==> src/rtl/mips_multicycle_control_if.sv <==
// Memory request/ready bundle between the multicycle control FSM and the
// unified instruction/data memory. The controller is the master: it issues
// mem_req/mem_we/iord and waits for mem_ready.
interface mips_multicycle_control_if;
    logic mem_req;
    logic mem_we;
    logic iord;
    logic mem_ready;

    modport master (output mem_req, output mem_we, output iord, input mem_ready);
    modport slave  (input mem_req, input mem_we, input iord, output mem_ready);
endinterface

==> src/rtl/mips_multicycle_control.sv <==
// Moore control FSM for the multicycle MIPS datapath. It sequences the fetch,
// decode, execute, memory and writeback steps. It also keeps a count of
// retired instructions.
// Optional build macro MIPS_ILLEGAL_TRAP_EN: when it is defined, an
// unsupported opcode locks the FSM in TRAP and raises illegal_op. When it is
// undefined, an unsupported opcode retires as a NOP.
module mips_multicycle_control #(
    parameter int OPCODE_LEN = 6,
    parameter int COUNT_LEN  = 32
) (
    input  logic                  clk,
    input  logic                  rst_n,
    mips_multicycle_control_if.master mem,
    input  logic [OPCODE_LEN-1:0] opcode,
    input  logic                  zero,
    output logic                  ir_write,
    output logic                  decode_enable,
    output logic [1:0]            decode_type,
    output logic                  reg_write,
    output logic                  reg_dst,
    output logic                  mem_to_reg,
    output logic                  alu_src_a,
    output logic [1:0]            alu_src_b,
    output logic [1:0]            alu_op,
    output logic [1:0]            pc_src,
    output logic                  pc_en,
    output logic [COUNT_LEN-1:0]  instr_count
`ifdef MIPS_ILLEGAL_TRAP_EN
    ,
    output logic                  illegal_op
`endif
);

    localparam logic [OPCODE_LEN-1:0] OP_R    = OPCODE_LEN'(6'b000000);
    localparam logic [OPCODE_LEN-1:0] OP_LW   = OPCODE_LEN'(6'b100011);
    localparam logic [OPCODE_LEN-1:0] OP_SW   = OPCODE_LEN'(6'b101011);
    localparam logic [OPCODE_LEN-1:0] OP_BEQ  = OPCODE_LEN'(6'b000100);
    localparam logic [OPCODE_LEN-1:0] OP_ADDI = OPCODE_LEN'(6'b001000);
    localparam logic [OPCODE_LEN-1:0] OP_ANDI = OPCODE_LEN'(6'b001100);
    localparam logic [OPCODE_LEN-1:0] OP_ORI  = OPCODE_LEN'(6'b001101);
    localparam logic [OPCODE_LEN-1:0] OP_J    = OPCODE_LEN'(6'b000010);

    typedef enum logic [3:0] {
        IDLE, FETCH, DECODE, MEMADR, MEMRD, MEMWB, MEMWR,
        EXEC, ALUWB, BRANCH, IMMEXEC, IMMWB, JUMP, TRAP
    } state_t;

    state_t state, next;
    logic   pc_write, pc_write_cond, retire;

    logic is_r, is_lw, is_sw, is_beq, is_addi, is_logic_imm, is_j;
    assign is_r         = (opcode == OP_R);
    assign is_lw        = (opcode == OP_LW);
    assign is_sw        = (opcode == OP_SW);
    assign is_beq       = (opcode == OP_BEQ);
    assign is_addi      = (opcode == OP_ADDI);
    assign is_logic_imm = (opcode == OP_ANDI) || (opcode == OP_ORI);
    assign is_j         = (opcode == OP_J);

    // State register; reset abandons any memory transaction in flight.
    always_ff @(posedge clk or negedge rst_n) begin
        if (!rst_n) state <= IDLE;
        else        state <= next;
    end

    // Retired-instruction counter; it wraps naturally at 2^COUNT_LEN.
    always_ff @(posedge clk or negedge rst_n) begin
        if (!rst_n)      instr_count <= '0;
        else if (retire) instr_count <= instr_count + COUNT_LEN'(1);
    end

    // Next-state and Moore outputs. Only the FETCH strobes look at mem_ready.
    always_comb begin
        next          = state;
        retire        = 1'b0;
        mem.mem_req   = 1'b0;
        mem.mem_we    = 1'b0;
        mem.iord      = 1'b0;
        ir_write      = 1'b0;
        decode_enable = 1'b0;
        decode_type   = 2'd0;
        reg_write     = 1'b0;
        reg_dst       = 1'b0;
        mem_to_reg    = 1'b0;
        alu_src_a     = 1'b0;
        alu_src_b     = 2'd0;
        alu_op        = 2'd0;
        pc_src        = 2'd0;
        pc_write      = 1'b0;
        pc_write_cond = 1'b0;
        case (state)
            IDLE: next = FETCH;
            FETCH: begin
                mem.mem_req = 1'b1;
                alu_src_b   = 2'd1;
                ir_write    = mem.mem_ready;
                pc_write    = mem.mem_ready;
                if (mem.mem_ready) next = DECODE;
            end
            DECODE: begin
                decode_enable = 1'b1;
                decode_type   = is_r ? 2'd0 : (is_j ? 2'd2 : 2'd1);
                alu_src_b     = 2'd3;
                if (is_lw || is_sw)                next = MEMADR;
                else if (is_r)                     next = EXEC;
                else if (is_beq)                   next = BRANCH;
                else if (is_addi || is_logic_imm)  next = IMMEXEC;
                else if (is_j)                     next = JUMP;
                else begin
`ifdef MIPS_ILLEGAL_TRAP_EN
                    next   = TRAP;
`else
                    next   = FETCH;
                    retire = 1'b1;
`endif
                end
            end
            MEMADR: begin
                alu_src_a = 1'b1;
                alu_src_b = 2'd2;
                next      = is_sw ? MEMWR : MEMRD;
            end
            MEMRD: begin
                mem.mem_req = 1'b1;
                mem.iord    = 1'b1;
                if (mem.mem_ready) next = MEMWB;
            end
            MEMWB: begin
                reg_write  = 1'b1;
                mem_to_reg = 1'b1;
                next       = FETCH;
                retire     = 1'b1;
            end
            MEMWR: begin
                mem.mem_req = 1'b1;
                mem.mem_we  = 1'b1;
                mem.iord    = 1'b1;
                if (mem.mem_ready) begin
                    next   = FETCH;
                    retire = 1'b1;
                end
            end
            EXEC: begin
                alu_src_a = 1'b1;
                alu_op    = 2'd2;
                next      = ALUWB;
            end
            ALUWB: begin
                reg_write = 1'b1;
                reg_dst   = 1'b1;
                next      = FETCH;
                retire    = 1'b1;
            end
            BRANCH: begin
                alu_src_a     = 1'b1;
                alu_op        = 2'd1;
                pc_src        = 2'd1;
                pc_write_cond = 1'b1;
                next          = FETCH;
                retire        = 1'b1;
            end
            IMMEXEC: begin
                alu_src_a = 1'b1;
                alu_src_b = 2'd2;
                alu_op    = is_logic_imm ? 2'd3 : 2'd0;
                next      = IMMWB;
            end
            IMMWB: begin
                reg_write = 1'b1;
                next      = FETCH;
                retire    = 1'b1;
            end
            JUMP: begin
                pc_src   = 2'd2;
                pc_write = 1'b1;
                next     = FETCH;
                retire   = 1'b1;
            end
            TRAP:    next = TRAP;
            default: next = IDLE;
        endcase
    end

    assign pc_en = pc_write | (pc_write_cond & zero);

`ifdef MIPS_ILLEGAL_TRAP_EN
    // TRAP is terminal until reset, so decoding the state is already sticky.
    assign illegal_op = (state == TRAP);
`endif

endmodule

==> src/flat_wrapper.sv <==
// flat-port wrapper written by rule: the top's interface ports become plain ports
module mips_multicycle_control_flat 
#(
    parameter int OPCODE_LEN = 6,
    parameter int COUNT_LEN  = 32
)
  (clk, rst_n, opcode, zero, ir_write, decode_enable, decode_type, reg_write, reg_dst, mem_to_reg, alu_src_a, alu_src_b, alu_op, pc_src, pc_en, instr_count, mem_mem_req, mem_mem_we, mem_iord, mem_mem_ready);
  mips_multicycle_control_if mem_i ();
  input  logic clk;
  input  logic rst_n;
  input  logic [OPCODE_LEN-1:0] opcode;
  input  logic zero;
  output logic ir_write;
  output logic decode_enable;
  output logic [1:0] decode_type;
  output logic reg_write;
  output logic reg_dst;
  output logic mem_to_reg;
  output logic alu_src_a;
  output logic [1:0] alu_src_b;
  output logic [1:0] alu_op;
  output logic [1:0] pc_src;
  output logic pc_en;
  output logic [COUNT_LEN-1:0] instr_count;
  output wire logic [$bits(mem_i.mem_req)-1:0] mem_mem_req;
  output wire logic [$bits(mem_i.mem_we)-1:0] mem_mem_we;
  output wire logic [$bits(mem_i.iord)-1:0] mem_iord;
  input wire logic [$bits(mem_i.mem_ready)-1:0] mem_mem_ready;
  assign mem_mem_req = mem_i.mem_req;
  assign mem_mem_we = mem_i.mem_we;
  assign mem_iord = mem_i.iord;
  assign mem_i.mem_ready = mem_mem_ready;
  mips_multicycle_control #(.OPCODE_LEN(OPCODE_LEN), .COUNT_LEN(COUNT_LEN)) u_core (.clk(clk), .rst_n(rst_n), .mem(mem_i), .opcode(opcode), .zero(zero), .ir_write(ir_write), .decode_enable(decode_enable), .decode_type(decode_type), .reg_write(reg_write), .reg_dst(reg_dst), .mem_to_reg(mem_to_reg), .alu_src_a(alu_src_a), .alu_src_b(alu_src_b), .alu_op(alu_op), .pc_src(pc_src), .pc_en(pc_en), .instr_count(instr_count));
endmodule
==> config.mk <==
export PLATFORM = sky130hd
export DESIGN_NAME = mips_multicycle_control_flat
export DESIGN_NICKNAME = d
export VERILOG_FILES = /design/src/rtl/mips_multicycle_control_if.sv /design/src/rtl/mips_multicycle_control.sv /design/src/flat_wrapper.sv
export SDC_FILE = /design/constraint.sdc
export NUM_CORES = 1
export LEC_CHECK = 0
export BUFFER_PORTS_ARGS = -buffer_cell sky130_fd_sc_hd__buf_2
export CAP_MARGIN = 20
export CORE_MARGIN = 8
export CORE_UTILIZATION = 40
export DETAILED_ROUTE_END_ITERATION = 6
export SETUP_SLACK_MARGIN = 0.02
export SYNTH_ARGS = -nofsm -noshare
export SYNTH_HDL_FRONTEND = slang
export SYNTH_SLANG_ARGS = --single-unit
==> constraint.sdc <==
create_clock -name clk -period 2.9 [get_ports clk]
set_input_delay 0.87 -clock clk [delete_from_list [all_inputs] [get_ports clk]]
set_output_delay 0.87 -clock clk [all_outputs]
set_load 0.01 [all_outputs]
### Word-level counts from Yosys, hierarchy flattened

Cells that the tools add are included.

| cells by class | value |
|---|---|
| add/sub/neg operators | 1 |
| eq/ne operators | 23 |
| multiplexer cells | 35 |
| bitwise operators | 2 |
| reduce and logical (&&, ||, !) cells | 13 |

Operators by type and width:

| cell | count |
|---|---|
| 4-bit case mux with 9 select lines | 1 |
| 32-bit by 1-bit adder with 32-bit output (second input constant) | 1 |
| 4-bit two-way mux | 8 |
| 4-bit == test (second input constant) | 6 |
| 6-bit by 4-bit == test with 1-bit output (second input constant) | 3 |
| 4-bit by 3-bit == test with 1-bit output (second input constant) | 4 |
| 1-bit two-way mux | 16 |
| 6-bit == test (second input constant) | 2 |
| 2-bit case mux with 3 select lines | 2 |
| 2-bit two-way mux | 5 |
| 4-bit by 2-bit == test with 1-bit output (second input constant) | 2 |
| 6-bit by 2-bit == test with 1-bit output (second input constant) | 1 |
| 6-bit by 3-bit == test with 1-bit output (second input constant) | 1 |
| 6-bit logical NOT | 1 |
| 2-bit != test (second input constant) | 3 |
| 3-bit OR reduction | 2 |
| 6-bit OR reduction | 1 |
| 5-bit OR reduction | 1 |
| 4-bit by 1-bit == test with 1-bit output (second input constant) | 1 |
| 4-bit logical NOT | 1 |
| 2-bit case mux with 2 select lines | 1 |
| 2-bit OR reduction | 2 |
| 4-bit OR reduction | 1 |
| 1-bit logical OR | 3 |
| 5 further kinds | 5 |

| word-level totals | value |
|---|---|
| register bits after elaboration | 36 |
| input bits | 10 |
| output and inout bits | 50 |
| word-level logic and storage cells | 76 |

### Longest topological paths before layout

Gate-level depths: netlist of the first run.

| logic depth | value |
|---|---|
| word-level depth | 8 |
| mapped depth | 7 |
| gate-level depth less buffers | 6 |

### Worst setup path after synthesis of the first run

OpenSTA, ideal clock, no wires.

| timing | value |
|---|---|
| path type | input to output |
| from | in opcode[2] |
| to | out decode_type[1] |
| arrival time | 1.652 ns |
| required time | 2.030 ns |
| setup slack | 0.378 ns |
| stages | 3 |
| buffers on the path | 1 |
| path through | buf_2 > nor4b_1 > and3_1 |

| between the ends | value |
|---|---|
| longest elaborated chain between the ends | 4 |
| elaborated cells on any way between the ends | 5 |
| classes of those cells | eq/ne: 1; mux: 3; reduce/logical: 1 |

Ends and longest elaborated chain:

| element | RTL line | source |
|---|---|---|
| start: declaration | flat_wrapper.sv:11 | `input logic [OPCODE_LEN-1:0] opcode;` |
| 6-bit by 2-bit == test with 1-bit output | mips_multicycle_control.sv:58 | `assign is_j = (opcode == OP_J);` |
| 2-bit two-way mux | mips_multicycle_control.sv:102 | `decode_type = is_r ? 2'd0 : (is_j ? 2'd2 : 2'd1);` |
| 2-bit two-way mux (*) | mips_multicycle_control.sv:102 |  |
| 2-bit two-way mux (*) | mips_multicycle_control.sv:91 | `case (state)` |
| end: declaration | flat_wrapper.sv:15 | `output logic [1:0] decode_type;` |

Mark *: on every way between the ends. The rest lies on a longest branch, timed or not.

### Final worst setup path of the first run

| timing | value |
|---|---|
| from | in opcode[3] |
| to | out alu_op[1] |

| between the ends | value |
|---|---|
| longest elaborated chain between the ends | 4 |
| elaborated cells on any way between the ends | 5 |
| classes of those cells | eq/ne: 2; mux: 2; reduce/logical: 1 |

Ends and longest elaborated chain:

| element | RTL line | source |
|---|---|---|
| 6-bit by 4-bit == test with 1-bit output | mips_multicycle_control.sv:57 | `assign is_logic_imm = (opcode == OP_ANDI) \|\| (opcode == OP_ORI);` |
| 1-bit logical OR (*) | mips_multicycle_control.sv:57 |  |
| 2-bit two-way mux (*) | mips_multicycle_control.sv:165 | `alu_op = is_logic_imm ? 2'd3 : 2'd0;` |
| 2-bit case mux with 3 select lines (*) | mips_multicycle_control.sv:91 |  |
| end: declaration | flat_wrapper.sv:21 | `output logic [1:0] alu_op;` |

Marked as above.

==> results by group, run 1 <==
Die
  • Row cnt: 27
  • Die H: between 90 and 100 um
  • I/O Pins: 60
  • Initial Util: approximately 41%
  • Die area: approximately 8300 um2
  • Die W: 91.2 um
  • Core ar.: 5470 um2

Logic synthesis
  • Leading area contributor after synthesis: dfrtp_1
  • #FFs+latches synth: 36
  • Mean Syn Cell Area: 9.72 um2
  • Async S/R FF share, synth: 100%
  • Cell Area, Synth: approximately 2300 um2
  • Post-synth top area share: between 30% and 40%
  • Post-synthesis sequential area ratio: between 30% and 40%
  • Synthesized instance count: 233
  • YS warnings: 0
  • Syn Nets: 244
  • Synth top area cells: dfrtp_1 40%, xor2_1 11%, nor2_1 3.8%, nand2_1 3.3%, nor4_2 3.3%
  • Synth Flop Type: dfrtp_1
  • Cell variety after synth: 50
  • Number of synthesized flops with an enable pin: 0

Setup path
  • CP Launch Type: primary input
  • Slowest stage cell, crit path: and4_1
  • Setup CP Type: primary input to output pin
  • Worst path cell trace: buf_2 > nor2b_1 > and4_1 > a2bb2oi_1 > nor2b_1 > buf_2
  • Required time worst endpoint: approximately 2000 ps
  • Worst endpoint data arrival time: between 1500 and 2000 ps
  • Critical-path maximum fanout: 7
  • Slowest stage delay, CP: ~280 ps
  • Worst Setup End Kind: output pin

Detailed routing
  • 1st-iter DRT viols: 62
  • Detailed Route WL: 5.46 mm
  • DRT Pass-1 Iters: 4
  • Via density per instance: about 5.3
  • Final ANT Viol Nets: 0
  • # DRC: 0
  • Vias: between 1500 and 2000
  • Routed length per instance: 14.9 um

Timing
  • Setup_tns: 0 ps
  • # setup viols final: 0
  • Slew @ Worst Pin: around 800 ps
  • Pins over their slew limit: 0
  • Unrepaired setup endpoints after global routing: false
  • Final hold vios: 0
  • Max Clk Rate: around 370 MHz
  • Post-route minimum period: approximately 2700 ps
  • Fin crit share: between 90% and 100%
  • Worst Skew: about 8.8 ps
  • Slew margin rel.: a little under half

Power
  • Max rail drop VDD: between 0.3 and 0.4 mV
  • Pwr Total: ~0.0019 W
  • Leakage: between 1 and 1.5 nW
  • Pwr dens: 700 nW/um2

GRT
  • First-pass GRT wire length: just over 9 mm
  • Vias in the first global route: just under 2000
  • Initial antenna violation count: 0
  • GRT Overall Usage: 13.4%
  • Total grt overflow: 0
  • Largest net degree at the start of global routing: 37

Clock tree
  • Clk Latency, worst-skew pair: between 200 and 300 ps
  • Clk sinks: 36
  • CTS root buffer: clkbuf_8
  • CTS tree: yes
  • TritonCTS buffer count: 5
  • Longest Clk Path Bufs: 2
  • H-tree lvl count: 2
  • Worst-path clk slew: 70 ps

Hold path
  • Hold WC Path Type: flip-flop to flip-flop

Layout
  • Most common cell after layout, fill and taps aside: buf_2
  • Layout cells sized above 1: a little under a third
  • Ant diodes: 0
  • Layout Nets: 304
  • Most frequent cells in the layout: 59 x buf_2, 36 x dfrtp_1, 28 x xor2_1
  • Area growth syn-to-layout: 20.6%

Flow run
  • Max Cap Viol: 0

Placed design
  • GP Congestion: 0.812
  • Port bufs: 59
  • DP HPWL: ~4.1 mm

Outcome
  • Outcome: finished clean
-- cells in the mapped netlist, drive strengths merged (2+ instances only) --
library cell / instances
a211o: 2
a21boi: 2
a21oi: 9
a31oi: 3
a32oi: 2
and3: 2
buf: 7
clkbuf: 3
dfrtp: 36
inv: 6
nand2: 20
nand2b: 9
nand3: 7
nand4: 10
nand4b: 2
nor2: 23
nor2b: 4
nor3: 14
nor3b: 3
nor4: 7
nor4b: 6
o211ai: 2
o21a: 2
o21ai: 4
o31ai: 2
o32ai: 2
xnor2: 3
xor2: 28
-- stage by stage --
stage	hold slack [ps]	setup WS, ps	utilization [%]	area (um2)	std cells
floorplan	504	378	-	2260	233
global placement	476	156	47.8	2620	358
detailed placement	477	83.0	47.8	2620	358
CTS	491	79.3	49.8	2720	366
global route	512	85.5	49.9	2730	366
finish	485	176	49.9	2730	366
-- sequential cells by signal, indices dropped and copies added (netlist names) --
signal / flops
u_core.instr_count: 32
u_core.state: 4
-- where the power goes --
part           switching [W]  internal, W  total [W]
clock network       0.000184     0.000255   0.000439
registers           0.000125     0.000566   0.000690
logic               0.000475     0.000307   0.000782
total               0.000784      0.00113    0.00191
-- final cells by class --
type / count / area (um2)
fill: 557 / 2740
multi-input combinational: 181 / 1280
inverter: 6 / 22.5
sequential: 36 / 901
timing repair buffer: 63 / 325
clock inverter: 2 / 35.0
clock buffer: 6 / 72.6
tap: 72 / 90.1
-- repair_timing --
item | 4_1_cts | 5_1_grt
endpoints found under the hold margin | 0 | 0
gates resized for setup | 0 | 1
endpoints found under the setup margin | 0 | 1
hold buffers | 0 | 0
setup buffers | 0 | 0
-- final timing paths --
kind	startpoint	to	slack, ps	cells after the start
worst max register to register	u_core.state[2]$_DFFE_PN0P_	u_core.instr_count[10]$_DFFE_PN0P_	930	6
worst max-delay path	opcode[3]	alu_op[1]	180	6
worst min register to register	u_core.instr_count[7]$_DFFE_PN0P_	u_core.instr_count[7]$_DFFE_PN0P_	490	1
worst min-delay path	u_core.instr_count[7]$_DFFE_PN0P_	u_core.instr_count[7]$_DFFE_PN0P_	490	1
min in group asynchronous	rst_n	u_core.instr_count[21]$_DFFE_PN0P_	660	1
max in group asynchronous	rst_n	u_core.instr_count[7]$_DFFE_PN0P_	1730	1
-- worst max-delay path: cells and delay by family --
kind                   cells  cell delay, ps
AO/OA/AOI/OAI              1              80
AND/OR/NAND/NOR            3             630
buffers and inverters      2             280
-- metal layers --
metal,track usage [%],vias up,wire (um)
met1,15.7,918,2430
li1,-,949,-
met4,5.87,0,99
met5,0,-,0
met3,3.29,8,258
met2,22.7,56,2670
-- kinds of logic (layout without fill, tap and decap cells) --
group                      Yosys count  in the layout  share of synthesized area, %
muxes                                2              2                         0.939
buffers and inverters               16             77                          3.81
xor gates and xnor gates            31             31                          12.0
AOI/OAI and AO/OA                   35             35                          10.7
adders and majority gates            1              1                         0.552
and+or+nand+nor                    112            112                          32.2
DFF                                 36             36                          39.8
(Power assumes the default switching activity.)
==> run 2: changes to the inputs <==
==> constraint.sdc (replaced) <==
create_clock -name clk -period 3.08 [get_ports clk]
set_input_delay 0.924 -clock clk [delete_from_list [all_inputs] [get_ports clk]]
set_output_delay 0.924 -clock clk [all_outputs]
set_load 0.01 [all_outputs]
==> run 2 against run 1 <==
Compared with the run above: worst setup slack worse by 27 ps; via count is 1.4% higher; worst hold slack worse by 9.9 ps; sequential power shrank 6.1%; cell count down 0.27%; critical path depth decreased by 1; combinational power fell by 6.6%; sequential cell count stayed put; final area decreased by 1.3%; non-clock buffer count is the same; largest power group unchanged.
==> results by group, run 2 (same netlist as run 1, synthesis figures left out) <==
Outcome
  • Outcome: finished clean

Layout
  • Fin util: 49.2% (-0.66 points)
  • Most common cell after layout, fill and taps aside: buf_2
  • Layout Nets: 304 (unchanged)
  • Most frequent cells in the layout: 59 x buf_2, 36 x dfrtp_1, 28 x xor2_1
  • Largest registers: u_core.instr_count (32), u_core.state (4)
  • Largest register FFs: 32 (unchanged)
  • Layout cells sized above 1: 29.7% (-0.58 points)
  • Largest Register: u_core.instr_count
  • Layout Cells excl Fill: 365 (-0.27%)
  • Ant diodes: 0 (unchanged)
  • Area growth syn-to-layout: 19.0%

Timing
  • Slew @ Worst Pin: 804 ps (+7.87 ps)
  • Final hold vios: 0 (unchanged)
  • # setup viols final: 0 (unchanged)
  • Fin crit share: 95.2%
  • Final Worst Setup Slack: 149 ps (-27.4 ps)
  • Setup_tns: 0 ps (unchanged)
  • Worst Skew: 5.33 ps (-3.45 ps)
  • Slew margin rel.: 46.4% (-0.52 points)
  • Pins over their slew limit: 0 (unchanged)
  • Post-route minimum period: 2930 ps
  • Max Clk Rate: ~340 MHz
  • Unrepaired setup endpoints after global routing: false

GRT
  • Total grt overflow: 0 (unchanged)
  • First-pass GRT wire length: 9.28 mm (-0.66%)
  • Vias in the first global route: 2034 (+3.5%)
  • GRT Overall Usage: 13.3% (-0.12 points)
  • Largest net degree at the start of global routing: 37 (unchanged)
  • Initial antenna violation count: 0 (unchanged)

Clock tree
  • CTS root buffer: clkbuf_8
  • Setup bufs post-CTS: 0 (unchanged)
  • Clk sinks: 36 (unchanged)
  • Clk Latency, worst-skew pair: 290 ps (about the same)
  • Worst-path clk slew: 60 ps (about the same)
  • TritonCTS buffer count: 5 (unchanged)
  • H-tree lvl count: 2 (unchanged)
  • Longest Clk Path Bufs: 2 (unchanged)
  • CTS tree: yes
  • Hold buffers post-CTS: 0 (unchanged)
  • Cts repair resizes: 0 (unchanged)

Detailed routing
  • DRT Pass-1 Iters: 4 (unchanged)
  • Vias: 1958 (+1.4%)
  • Via density per instance: 5.36 (+1.7%)
  • Detailed Route WL: 5.40 mm (-1.1%)
  • # DRC: 0 (unchanged)
  • Routed length per instance: 14.8 um (-0.85%)
  • 1st-iter DRT viols: 108 (+74%)
  • Final ANT Viol Nets: 0 (unchanged)

Setup path
  • Worst endpoint data arrival time: 2010 ps (+160 ps)
  • Critical-path maximum fanout: 6 (-1)
  • Setup CP Type: primary input to output pin
  • CP Launch Type: primary input
  • Required time worst endpoint: 2160 ps (+130 ps)
  • Worst Setup End Kind: output pin

Power
  • Pwr Total: 0.00169 W (-12%)
  • Switching Power: 0.000716 W (-8.7%)
  • Pwr dens: 628 nW/um2 (-10%)
  • Clock power frac: 18.5% (-4.5 points)
  • Leakage: 1.41 nW (-1.0%)
  • Max rail drop VDD: 0.256 mV (-30%)
  • Internal power: 0.000976 W (-13%)
  • Comb pwr share: 43.2% (+2.3 points)
  • Sequential Power Share: 38.3% (+2.2 points)
  • Sw Ratio: 42.3% (+1.3 points)

Die
  • Row cnt: 27 (unchanged)
  • Initial Util: 41.4% (unchanged)
  • Die area: 8330 um2 (unchanged)
  • I/O Pins: 60 (unchanged)
  • Core ar.: 5470 um2 (unchanged)
  • Die H: 91.2 um (unchanged)
  • Die W: 91.2 um (unchanged)

Placed design
  • DP Cell Count: 358 (unchanged)
  • GP Congestion: 0.793 (-2.3%)
  • Port bufs: 59 (unchanged)
  • DP HPWL: 4.07 mm (-0.80%)
  • Pre-CTS WS: 154 ps (+70.8 ps)

Flow run
  • Max Cap Viol: 0 (unchanged)

Hold path
  • Hold WC Path Type: flip-flop to flip-flop
run 2: cell type report:
type / instances / area [um2]
Inverter: 6 / 22.5
Clock buffer: 6 / 72.6
Multi-Input combinational cell: 181 / 1280
Sequential cell: 36 / 901
Tap cell: 72 / 90.1
Clock inverter: 1 / 5.00
Timing Repair Buffer: 63 / 325
Fill cell: 539 / 2780
run 2: per-layer routing:
layer / share of wire [%] / vias to the layer above / GRT usage [%] / wire length (um)
met5: 0 / - / 0 / 0
met4: 1.3 / 0 / 5.46 / 72
met3: 4.8 / 6 / 3.46 / 260
met2: 49 / 53 / 22.6 / 2620
met1: 45 / 938 / 15.5 / 2440
li1: - / 961 / - / -
run 2: path summary, 6_finish.rpt:
path	from	end	slack, ps	cells after the start
max in group asynchronous	rst_n	u_core.instr_count[29]$_DFFE_PN0P_	1840	1
min in group asynchronous	rst_n	u_core.instr_count[16]$_DFFE_PN0P_	720	1
hold reg to reg	u_core.instr_count[31]$_DFFE_PN0P_	u_core.instr_count[31]$_DFFE_PN0P_	480	1
setup / recovery	opcode[5]	decode_type[1]	150	5
setup reg to reg	u_core.state[2]$_DFFE_PN0P_	u_core.instr_count[10]$_DFFE_PN0P_	1100	6
hold / removal	u_core.instr_count[31]$_DFFE_PN0P_	u_core.instr_count[31]$_DFFE_PN0P_	480	1
run 2: worst max-delay path: stages:
cell	delay, ps
buf_2	130
nor2_1	160
nor4b_1	450
and3_1	220
buf_2	120
run 2: stage by stage:
step,hold slack (ps),cell area (um2)
floorplan,504,2260
global placement,477,2620
detailed placement,475,2620
CTS,485,2690
global route,499,2690
finish,475,2690
run 2: power by group through the flow:
stage | clock network, W | registers (W) | logic, W
2_1_floorplan | 0 | 0.000621 | 0.000562
3_3_place_gp | 0 | 0.000655 | 0.000736
3_5_place_dp | 0 | 0.000656 | 0.000741
4_1_cts | 0.000329 | 0.000647 | 0.000742
5_1_grt | 0.000343 | 0.000660 | 0.000809
6_report | 0.000314 | 0.000648 | 0.000730
